<file path="src/rtl/riscv_decode_stage_if.sv">
// Handshake and decoded-field bundle for the RISC-V decode stage.
// The slave modport is the decode stage's view. The master modport is the
// view of the surrounding fetch/register-read logic.
interface riscv_decode_stage_if #(
  parameter int XLEN  = 32,
  parameter int CNT_W = 16
) ();
  logic             flush_i;
  logic             in_valid_i;
  logic             in_ready_o;
  logic [31:0]      instr_i;
  logic             out_valid_o;
  logic             out_ready_i;
  logic [2:0]       type_o;
  logic [6:0]       opcode_o;
  logic [4:0]       rd_o;
  logic [2:0]       funct3_o;
  logic [4:0]       rs1_o;
  logic [4:0]       rs2_o;
  logic [6:0]       funct7_o;
  logic [XLEN-1:0]  imm_o;
  logic             illegal_o;
  logic [CNT_W-1:0] dec_cnt_o;

  modport slave (
    input  flush_i, in_valid_i, instr_i, out_ready_i,
    output in_ready_o, out_valid_o, type_o, opcode_o, rd_o, funct3_o,
           rs1_o, rs2_o, funct7_o, imm_o, illegal_o, dec_cnt_o
  );

  modport master (
    output flush_i, in_valid_i, instr_i, out_ready_i,
    input  in_ready_o, out_valid_o, type_o, opcode_o, rd_o, funct3_o,
           rs1_o, rs2_o, funct7_o, imm_o, illegal_o, dec_cnt_o
  );
endinterface

</file>
<file path="src/rtl/riscv_decode_stage.sv">
// Registered RV32/RV64 base-ISA decode stage. Each word is decoded on entry.
// The result is held in a main output register. An optional skid register
// sits behind it for full throughput. A saturating counter tracks every
// output handshake.
module riscv_decode_stage #(
  parameter int XLEN    = 32,
  parameter bit SKID_EN = 1'b1,
  parameter int CNT_W   = 16
) (
  input logic                 clk,
  input logic                 rst_n,
  riscv_decode_stage_if.slave bus
);

  typedef enum logic [2:0] {
    TYPE_R   = 3'b000,
    TYPE_I   = 3'b001,
    TYPE_S   = 3'b010,
    TYPE_B   = 3'b011,
    TYPE_U   = 3'b100,
    TYPE_J   = 3'b101,
    TYPE_UNK = 3'b111
  } instr_type_e;

  typedef struct packed {
    instr_type_e     itype;
    logic            illegal;
    logic [XLEN-1:0] imm;
    logic [31:0]     instr;
  } entry_t;

  localparam entry_t ENTRY_RST = '{itype: TYPE_UNK, illegal: 1'b0, imm: '0, instr: '0};

  // Classify one raw word and build its sign-extended immediate.
  function automatic entry_t decode(input logic [31:0] w);
    entry_t      e;
    logic [31:0] imm32;
    e.instr   = w;
    e.itype   = TYPE_UNK;
    e.illegal = 1'b1;
    if (w[1:0] == 2'b11) begin
      e.illegal = 1'b0;
      case (w[6:0])
        7'b0110011:                                     e.itype = TYPE_R;
        7'b0010011, 7'b0000011, 7'b1100111, 7'b1110011: e.itype = TYPE_I;
        7'b0100011:                                     e.itype = TYPE_S;
        7'b1100011:                                     e.itype = TYPE_B;
        7'b0110111, 7'b0010111:                         e.itype = TYPE_U;
        7'b1101111:                                     e.itype = TYPE_J;
        default:                                        e.illegal = 1'b1;
      endcase
    end
    case (e.itype)
      TYPE_I:  imm32 = {{20{w[31]}}, w[31:20]};
      TYPE_S:  imm32 = {{20{w[31]}}, w[31:25], w[11:7]};
      TYPE_B:  imm32 = {{19{w[31]}}, w[31], w[7], w[30:25], w[11:8], 1'b0};
      TYPE_U:  imm32 = {w[31:12], 12'b0};
      TYPE_J:  imm32 = {{11{w[31]}}, w[31], w[19:12], w[20], w[30:21], 1'b0};
      default: imm32 = '0;
    endcase
    // Signed operand, so widening to XLEN replicates bit 31.
    e.imm = XLEN'($signed(imm32));
    return e;
  endfunction

  logic             main_valid_q, main_valid_d;
  entry_t           main_q, main_d;
  logic [CNT_W-1:0] cnt_q, cnt_d;
  logic             in_ready;
  logic             accept;
  logic             consume;
  entry_t           in_entry;

  assign in_entry = decode(bus.instr_i);
  assign consume  = main_valid_q & bus.out_ready_i;
  // A flush drops any word offered in the same cycle.
  assign accept   = bus.in_valid_i & in_ready & ~bus.flush_i;

  if (SKID_EN) begin : g_skid
    logic   skid_valid_q, skid_valid_d;
    entry_t skid_q, skid_d;

    // The skid register only fills while main is stalled, so ready is simply "skid empty".
    assign in_ready = ~skid_valid_q;

    // Main/skid next state: the skid drains into main before any new word lands there.
    always_comb begin
      // NOTE: every signal gets a default first, so no path leaves it unassigned and no latch is inferred.
      main_valid_d = main_valid_q;
      main_d       = main_q;
      skid_valid_d = skid_valid_q;
      skid_d       = skid_q;
      if (bus.flush_i) begin
        main_valid_d = 1'b0;
        skid_valid_d = 1'b0;
      end else if (!main_valid_q || consume) begin
        if (skid_valid_q) begin
          main_d       = skid_q;
          main_valid_d = 1'b1;
          skid_valid_d = 1'b0;
        end else begin
          main_valid_d = accept;
          if (accept) main_d = in_entry;
        end
      end else if (accept) begin
        skid_d       = in_entry;
        skid_valid_d = 1'b1;
      end
    end

    // Skid register state.
    always_ff @(posedge clk or negedge rst_n) begin
      if (!rst_n) begin
        skid_valid_q <= 1'b0;
        skid_q       <= ENTRY_RST;
      end else begin
        skid_valid_q <= skid_valid_d;
        skid_q       <= skid_d;
      end
    end
  end else begin : g_noskid
    // A consume and an accept in the same cycle replace the entry without a bubble.
    assign in_ready = bus.out_ready_i | ~main_valid_q;

    // Single output register: load on accept, otherwise empty on consume.
    always_comb begin
      main_valid_d = main_valid_q;
      main_d       = main_q;
      if (bus.flush_i) begin
        main_valid_d = 1'b0;
      end else if (accept) begin
        main_d       = in_entry;
        main_valid_d = 1'b1;
      end else if (consume) begin
        main_valid_d = 1'b0;
      end
    end
  end

  // Saturating count of output handshakes. Illegal entries count too.
  always_comb begin
    cnt_d = cnt_q;
    if (consume && (cnt_q != '1)) cnt_d = cnt_q + 1'b1;
  end

  // Main output register and counter.
  always_ff @(posedge clk or negedge rst_n) begin
    if (!rst_n) begin
      main_valid_q <= 1'b0;
      // NOTE: the held entries drive the outputs directly, and those outputs have defined reset values, so the data registers are reset along with their valid bits.
      main_q       <= ENTRY_RST;
      cnt_q        <= '0;
    end else begin
      // NOTE: non-blocking assignments here, so every flop samples the pre-edge values.
      main_valid_q <= main_valid_d;
      main_q       <= main_d;
      cnt_q        <= cnt_d;
    end
  end

  assign bus.in_ready_o  = in_ready;
  assign bus.out_valid_o = main_valid_q;
  assign bus.type_o      = main_q.itype;
  assign bus.illegal_o   = main_q.illegal;
  assign bus.imm_o       = main_q.imm;
  assign bus.opcode_o    = main_q.instr[6:0];
  assign bus.rd_o        = main_q.instr[11:7];
  assign bus.funct3_o    = main_q.instr[14:12];
  assign bus.rs1_o       = main_q.instr[19:15];
  assign bus.rs2_o       = main_q.instr[24:20];
  assign bus.funct7_o    = main_q.instr[31:25];
  assign bus.dec_cnt_o   = cnt_q;

endmodule
</file>
<file path="src/flat_wrapper.sv">
// flat-port wrapper written by rule: the top's interface ports become plain ports
module riscv_decode_stage_flat 
#(
  parameter int XLEN    = 32,
  parameter bit SKID_EN = 1'b1,
  parameter int CNT_W   = 16
)
  (clk, rst_n, bus_flush_i, bus_in_valid_i, bus_instr_i, bus_out_ready_i, bus_in_ready_o, bus_out_valid_o, bus_type_o, bus_opcode_o, bus_rd_o, bus_funct3_o, bus_rs1_o, bus_rs2_o, bus_funct7_o, bus_imm_o, bus_illegal_o, bus_dec_cnt_o);
  riscv_decode_stage_if #(.XLEN(XLEN), .CNT_W(CNT_W)) bus_i ();
  input logic clk;
  input logic rst_n;
  input wire logic [$bits(bus_i.flush_i)-1:0] bus_flush_i;
  input wire logic [$bits(bus_i.in_valid_i)-1:0] bus_in_valid_i;
  input wire logic [$bits(bus_i.instr_i)-1:0] bus_instr_i;
  input wire logic [$bits(bus_i.out_ready_i)-1:0] bus_out_ready_i;
  output wire logic [$bits(bus_i.in_ready_o)-1:0] bus_in_ready_o;
  output wire logic [$bits(bus_i.out_valid_o)-1:0] bus_out_valid_o;
  output wire logic [$bits(bus_i.type_o)-1:0] bus_type_o;
  output wire logic [$bits(bus_i.opcode_o)-1:0] bus_opcode_o;
  output wire logic [$bits(bus_i.rd_o)-1:0] bus_rd_o;
  output wire logic [$bits(bus_i.funct3_o)-1:0] bus_funct3_o;
  output wire logic [$bits(bus_i.rs1_o)-1:0] bus_rs1_o;
  output wire logic [$bits(bus_i.rs2_o)-1:0] bus_rs2_o;
  output wire logic [$bits(bus_i.funct7_o)-1:0] bus_funct7_o;
  output wire logic [$bits(bus_i.imm_o)-1:0] bus_imm_o;
  output wire logic [$bits(bus_i.illegal_o)-1:0] bus_illegal_o;
  output wire logic [$bits(bus_i.dec_cnt_o)-1:0] bus_dec_cnt_o;
  assign bus_i.flush_i = bus_flush_i;
  assign bus_i.in_valid_i = bus_in_valid_i;
  assign bus_i.instr_i = bus_instr_i;
  assign bus_i.out_ready_i = bus_out_ready_i;
  assign bus_in_ready_o = bus_i.in_ready_o;
  assign bus_out_valid_o = bus_i.out_valid_o;
  assign bus_type_o = bus_i.type_o;
  assign bus_opcode_o = bus_i.opcode_o;
  assign bus_rd_o = bus_i.rd_o;
  assign bus_funct3_o = bus_i.funct3_o;
  assign bus_rs1_o = bus_i.rs1_o;
  assign bus_rs2_o = bus_i.rs2_o;
  assign bus_funct7_o = bus_i.funct7_o;
  assign bus_imm_o = bus_i.imm_o;
  assign bus_illegal_o = bus_i.illegal_o;
  assign bus_dec_cnt_o = bus_i.dec_cnt_o;
  riscv_decode_stage #(.XLEN(XLEN), .SKID_EN(SKID_EN), .CNT_W(CNT_W)) u_core (.clk(clk), .rst_n(rst_n), .bus(bus_i));
endmodule
</file>
<file path="config.mk">
export PLATFORM = sky130hd
export DESIGN_NAME = riscv_decode_stage_flat
export DESIGN_NICKNAME = d
export VERILOG_FILES = /design/src/rtl/riscv_decode_stage_if.sv /design/src/rtl/riscv_decode_stage.sv /design/src/flat_wrapper.sv
export SDC_FILE = /design/constraint.sdc
export NUM_CORES = 1
export LEC_CHECK = 0
export ABC_AREA = 1
export CAP_MARGIN = 10
export CELL_PAD_IN_SITES_DETAIL_PLACEMENT = 1
export CELL_PAD_IN_SITES_GLOBAL_PLACEMENT = 1
export CORE_MARGIN = 1.5
export CORE_UTILIZATION = 42
export DETAILED_ROUTE_END_ITERATION = 6
export PLACE_DENSITY_LB_ADDON = 0.1
export SLEW_MARGIN = 0
export SYNTH_ARGS = -nofsm -noshare
export SYNTH_HDL_FRONTEND = slang
export SYNTH_SLANG_ARGS = --single-unit
</file>
<file path="constraint.sdc">
create_clock -name clk -period 4.36 [get_ports clk]
set_input_delay 0.436 -clock clk [delete_from_list [all_inputs] [get_ports clk]]
set_output_delay 0.436 -clock clk [all_outputs]
set_load 0.02 [all_outputs]
</file>
After elaboration in Yosys (flattened, before gate mapping)
Cells that the tools add are included.
{ "word_totals": {"register_bits": 154, "input_bits": 37, "out_inout_bits": 86, "elab_cells": 58} }
{ "op_classes": {"add_sub_neg": 1, "n_eq_ne": 17, "muxes": 12, "bitwise_logic": 6, "n_reduce_logical": 11} }
{ "ops": {"columns": ["operator", "count"], "rows": [
  ["one-hot mux 32 bit (5 select lines)", 1],
  ["two-way mux 68 bit", 2],
  ["equality test 7 bit (second input constant)", 4],
  ["equality test 7 x 6 -> 1 bit (second input constant)", 3],
  ["one-hot mux 3 bit (6 select lines)", 1],
  ["adder 16 x 1 -> 16 bit (second input constant)", 1],
  ["inequality test 16 bit (second input constant)", 1],
  ["equality test 7 x 5 -> 1 bit (second input constant)", 2],
  ["OR reduction 10 bit", 1],
  ["equality test 7 x 2 -> 1 bit (second input constant)", 1],
  ["two-way mux 1 bit", 7],
  ["equality test 3 x 2 -> 1 bit (second input constant)", 2],
  ["equality test 3 bit (second input constant)", 2],
  ["AND reduction 3 bit", 2],
  ["two-way mux 4 bit", 1],
  ["nonzero test 2 bit", 2],
  ["OR reduction 4 bit", 1],
  ["AND 1 bit", 3],
  ["equality test 3 x 1 -> 1 bit (second input constant)", 1],
  ["inverter 1 bit", 3],
  ["nonzero test 3 bit", 1],
  ["equality test 2 bit (second input constant)", 1],
  ["OR reduction 2 bit", 1],
  ["logical AND 1 bit", 1],
  ["2 further kinds", 2]
]} }

Depth between registers and ports, before layout
{ "logic_depth": {"word_depth": 8, "mapped_depth": 11, "mapped_depth_nobuf": 10} }

Worst setup path after synthesis
Ideal clock, no wire load.
{ "synth_timing": {"path_type": "flip-flop to flip-flop", "startpoint": "reg u_core.cnt_q[0], in the netlist u_core.bus.dec_cnt_o[0]", "endpoint": "reg u_core.cnt_q[15], in the netlist u_core.bus.dec_cnt_o[15]", "setup_ns": 0.123, "t_arrival_ns": 1.559, "required_ns": 4.237, "path_slack_ns": 2.678, "stages_incl_launch_ff": 10, "path_cell_list": "dfrtp_1 > ha_1 > nand2_1 > nor2_1 > nand3_1 > nand2_1 > inv_1 > buf_2 > o21ai_0 > nand2_1"} }
{ "synth_between": {"elab_chain_len": 2} }
{ "synth_lines": {"columns": ["item", "line", "rtl"], "rows": [
  ["from (decl)", "riscv_decode_stage.sv:68", "logic [CNT_W-1:0] cnt_q, cnt_d;"],
  ["from (signal assigned)", "riscv_decode_stage.sv:157", "cnt_q <= cnt_d;"],
  ["branches (longest 2 deep; another with adder 16 x 1 -> 16 bit)", null, null]
]} }
Parallel ways; which one is timed is not known.
A chain may end at the register's enable or synchronous reset.

Worst setup path in the final report
{ "layout_timing": {"startpoint": "reg u_core.g_skid.skid_valid_q", "endpoint": "out bus_in_ready_o"} }
{ "layout_between": {"elab_chain_len": 1} }
{ "layout_lines": {"columns": ["item", "line", "rtl"], "rows": [
  ["from (decl)", "riscv_decode_stage.sv:80", "logic skid_valid_q, skid_valid_d;"],
  ["from (signal assigned)", "riscv_decode_stage.sv:117", "skid_valid_q <= skid_valid_d;"],
  ["inverter 1 bit", "riscv_decode_stage.sv:84", "assign in_ready = ~skid_valid_q;"],
  ["to (decl)", "flat_wrapper.sv:16", "output wire logic [$bits(bus_i.in_ready_o)-1:0] bus_in_ready_o;"]
]} }
No other way between the ends.

==> metrics <==
critical path class=reg2out; CP Capture Type=primary output; maxcap violations=0; CTS Hold Bufs=0; Routed Antenna Nets=0; Slowest Stage Delay on Critical Path=a little over 700 ps; Synth top area share=about half; post-CTS resize count=0; Skew-Pair Late Insertion Delay=between 400 and 500 ps; area leader, netlist=dfrtp_1; Final #Nets=between 1,000 and 1,500; multi-input logic area=3140 µm²; CTS tree=done; vias per cell=~5.3; unrepaired setup endpoints after global routing=false; Initial Util=43.2%; First-pass DRT Iterations=5; synthesized flop and latch total=about 150; Synth-to-Final Area Change=25.6%; vias in the first global route=6,733; first-pass GRT wire length=about 36,000 µm; VDD IR-drop max=about 0.29 mV; Port Buffers=approximately 120; Root Driver=clkbuf_16; syn avg cell area=approximately 8 µm²; startpoint types=flop; max_slew headroom=21.3%; post-DP HPWL=roughly 14,000 µm; Tcrit/Tclk final=between 60 and 70%; via count=about 7,000; crit-path max FO=51; synth unique cells=31; post-synthesis cell count=960; antenna fix cells=0; Die Y-Extent=about 140 µm; post-layout util=54.2%; Final setup viols=0; Residual DRC=0; FMAX=around 370 MHz; die width=137 µm; critical path, cell by cell=buf_4 -> inv_2 -> buf_4 -> clkdlybuf4s50_1; core footprint=between 15,000 and 20,000 µm²; Seq/Total Area, Yosys=51.6%; Pleak=roughly 4.6 nW; Worst EP required=roughly 4000 ps; total grt overflow=0; gr usage total=between 20 and 25%; FF-to-FF path depth=8; R2R Path Start=u_core.g_skid.skid_valid_q$_DFFE_PN0P_; Ports=roughly 120; Hold Fails Final Rpt=0; clock skew=around 7.4 ps; register area=between 3000 and 4000 µm²; die area=approximately 19,000 µm²; setup tns final=0 ps; initial antenna violation count=0; synth warn=0; Num CTS Buffers=17; post-synthesis net count=between 900 and 1,000; Slew @ Worst Pin=about 1200 ps; status=finished clean; CTS clk-pin slew, worst paths=about 60 ps; post-DR wirelength/cell=~17 µm; clock buffer depth=2; FP Rows=48; most frequent cells in the layout=nand2_1, nor2_1, dfrtp_1; r2r setup slk=1710 ps; max-slew violation count=0; number of H-tree levels=4; CP most frequent cell=buf_4; largest net degree at the start of global routing=113; Post-CTS Setup Inserts=0; CTS Sinks=roughly 150; mapped cell area=~7500 µm²; Min Clock Period, post-route=2670 ps; WP data arrival=approximately 2200 ps; top cells by area, synth=dfrtp_1, nand2_1, nor2_1; min-delay worst type=in2async; Reg-to-Reg End=u_core.bus.type_o[2]$_DFFE_PN1P_; GP Congestion=around 0.80; Power Dens Cells=466 nW/µm²; final WL=about 22,000 µm; commonest non-fill, non-tap cell in the layout=nand2_1; fillers=2,141; share of post-route cells with drive strength above 1=under 10%; Slowest cell on crit path=clkdlybuf4s50_1; DR iter-0 viols=approximately 390
worst max path at each step:
stage	end	start	cells past startpoint
2_1_floorplan	u_core.bus.dec_cnt_o[15]$_DFFE_PN0P_	u_core.bus.dec_cnt_o[0]$_DFFE_PN0P_	9
3_3_place_gp	u_core.g_skid.skid_q[63]$_DFFE_PN0P_	bus_instr_i[0]	9
3_5_place_dp	u_core.g_skid.skid_q[63]$_DFFE_PN0P_	bus_instr_i[2]	10
4_1_cts	bus_in_ready_o	u_core.g_skid.skid_valid_q$_DFFE_PN0P_	4
5_1_grt	u_core.bus.type_o[2]$_DFFE_PN1P_	u_core.g_skid.skid_valid_q$_DFFE_PN0P_	8
6_report	bus_in_ready_o	u_core.g_skid.skid_valid_q$_DFFE_PN0P_	4
report_power, final:
| part | internal, mW | total (mW) | leakage [nW] | switching, mW |
|---|---|---|---|---|
| sequential | 1.71 | 1.89 | 1.93 | 0.179 |
| combinational | 0.386 | 0.888 | 2.41 | 0.501 |
| clock | 1.02 | 1.61 | 0.310 | 0.593 |
| total | 3.12 | 4.39 | 4.65 | 1.27 |
cell type report:
type | instances | share of cell area, %
Clock buffer | 24 | 5.23
Clock inverter | 8 | 1.52
Inverter | 53 | 2.13
Multi-Input combinational cell | 697 | 33.3
Sequential cell | 154 | 41.0
Tap cell | 225 | 2.99
Timing Repair Buffer | 130 | 13.8
Yosys cell counts:
master     count
o21a_1         1
nor2_2         1
nand3b_1       1
nor3_1         5
clkbuf_1      22
o21ai_0       75
buf_6          6
buf_4          2
nand4_1        4
a2bb2oi_1      1
nand3_1       56
inv_2          6
dfrtp_1      148
or2_2          2
nor2_4         3
nand2_4        1
o21ai_1       11
a21oi_1       10
nand2_1      293
xnor2_1        2
a21boi_0       7
nand3_2        1
o211ai_1      20
a31oi_1       33
xor2_1        11
buf_2         24
dfstp_2        6
nor2_1       158
inv_1         47
ha_1           1
buf_1          2
cells by family after synthesis:
| family | Yosys count | share of synthesized area, % |
|---|---|---|
| buffers and inverters | 109 | 6.57 |
| adders and majority gates | 1 | 0.167 |
| xor gates and xnor gates | 13 | 1.52 |
| and+or+nand+nor | 525 | 28.1 |
| DFF | 154 | 51.6 |
| AOI/OAI and AO/OA | 158 | 12.1 |
per-stage QoR:
stage | power (mW) | hold WS [ps] | instances | setup slack (ps) | area (µm²)
detailed placement | 2.80 | 460 | 1259 | 1360 | 8770
finish | 4.39 | 113 | 1291 | 1690 | 9410
global route | 4.60 | 193 | 1291 | 1450 | 9410
global placement | 2.76 | 456 | 1259 | 1420 | 8770
floorplan | 2.36 | 140 | 960 | 2680 | 7490
CTS | 4.43 | 181 | 1291 | 1640 | 9410
per-layer routing:
metal	track usage (%)	up-vias	part of all wire (%)
met1	34.3	3376	47
met4	7.57	0	1.3
met3	4.15	21	3.9
met2	40.1	147	48
met5	0	-	0
li1	-	3278	-
critical path, delay by kind of cell, from the launching register on:
kind                   cells  cell delay, ps
buffers and inverters      4            1440
flip-flops                 1             360
flip-flops by register name, indices dropped and copies added, names as in the netlist, 3 cells and up:
name and flops:
u_core.bus.dec_cnt_o 16, u_core.bus.funct3_o 3, u_core.bus.funct7_o 7, u_core.bus.imm_o 32, u_core.bus.opcode_o 7, u_core.bus.rd_o 5, u_core.bus.rs1_o 5, u_core.bus.rs2_o 5
u_core.bus.type_o 3, u_core.g_skid.skid_q 68
Note: power is estimated with default switching activity, not from simulation.
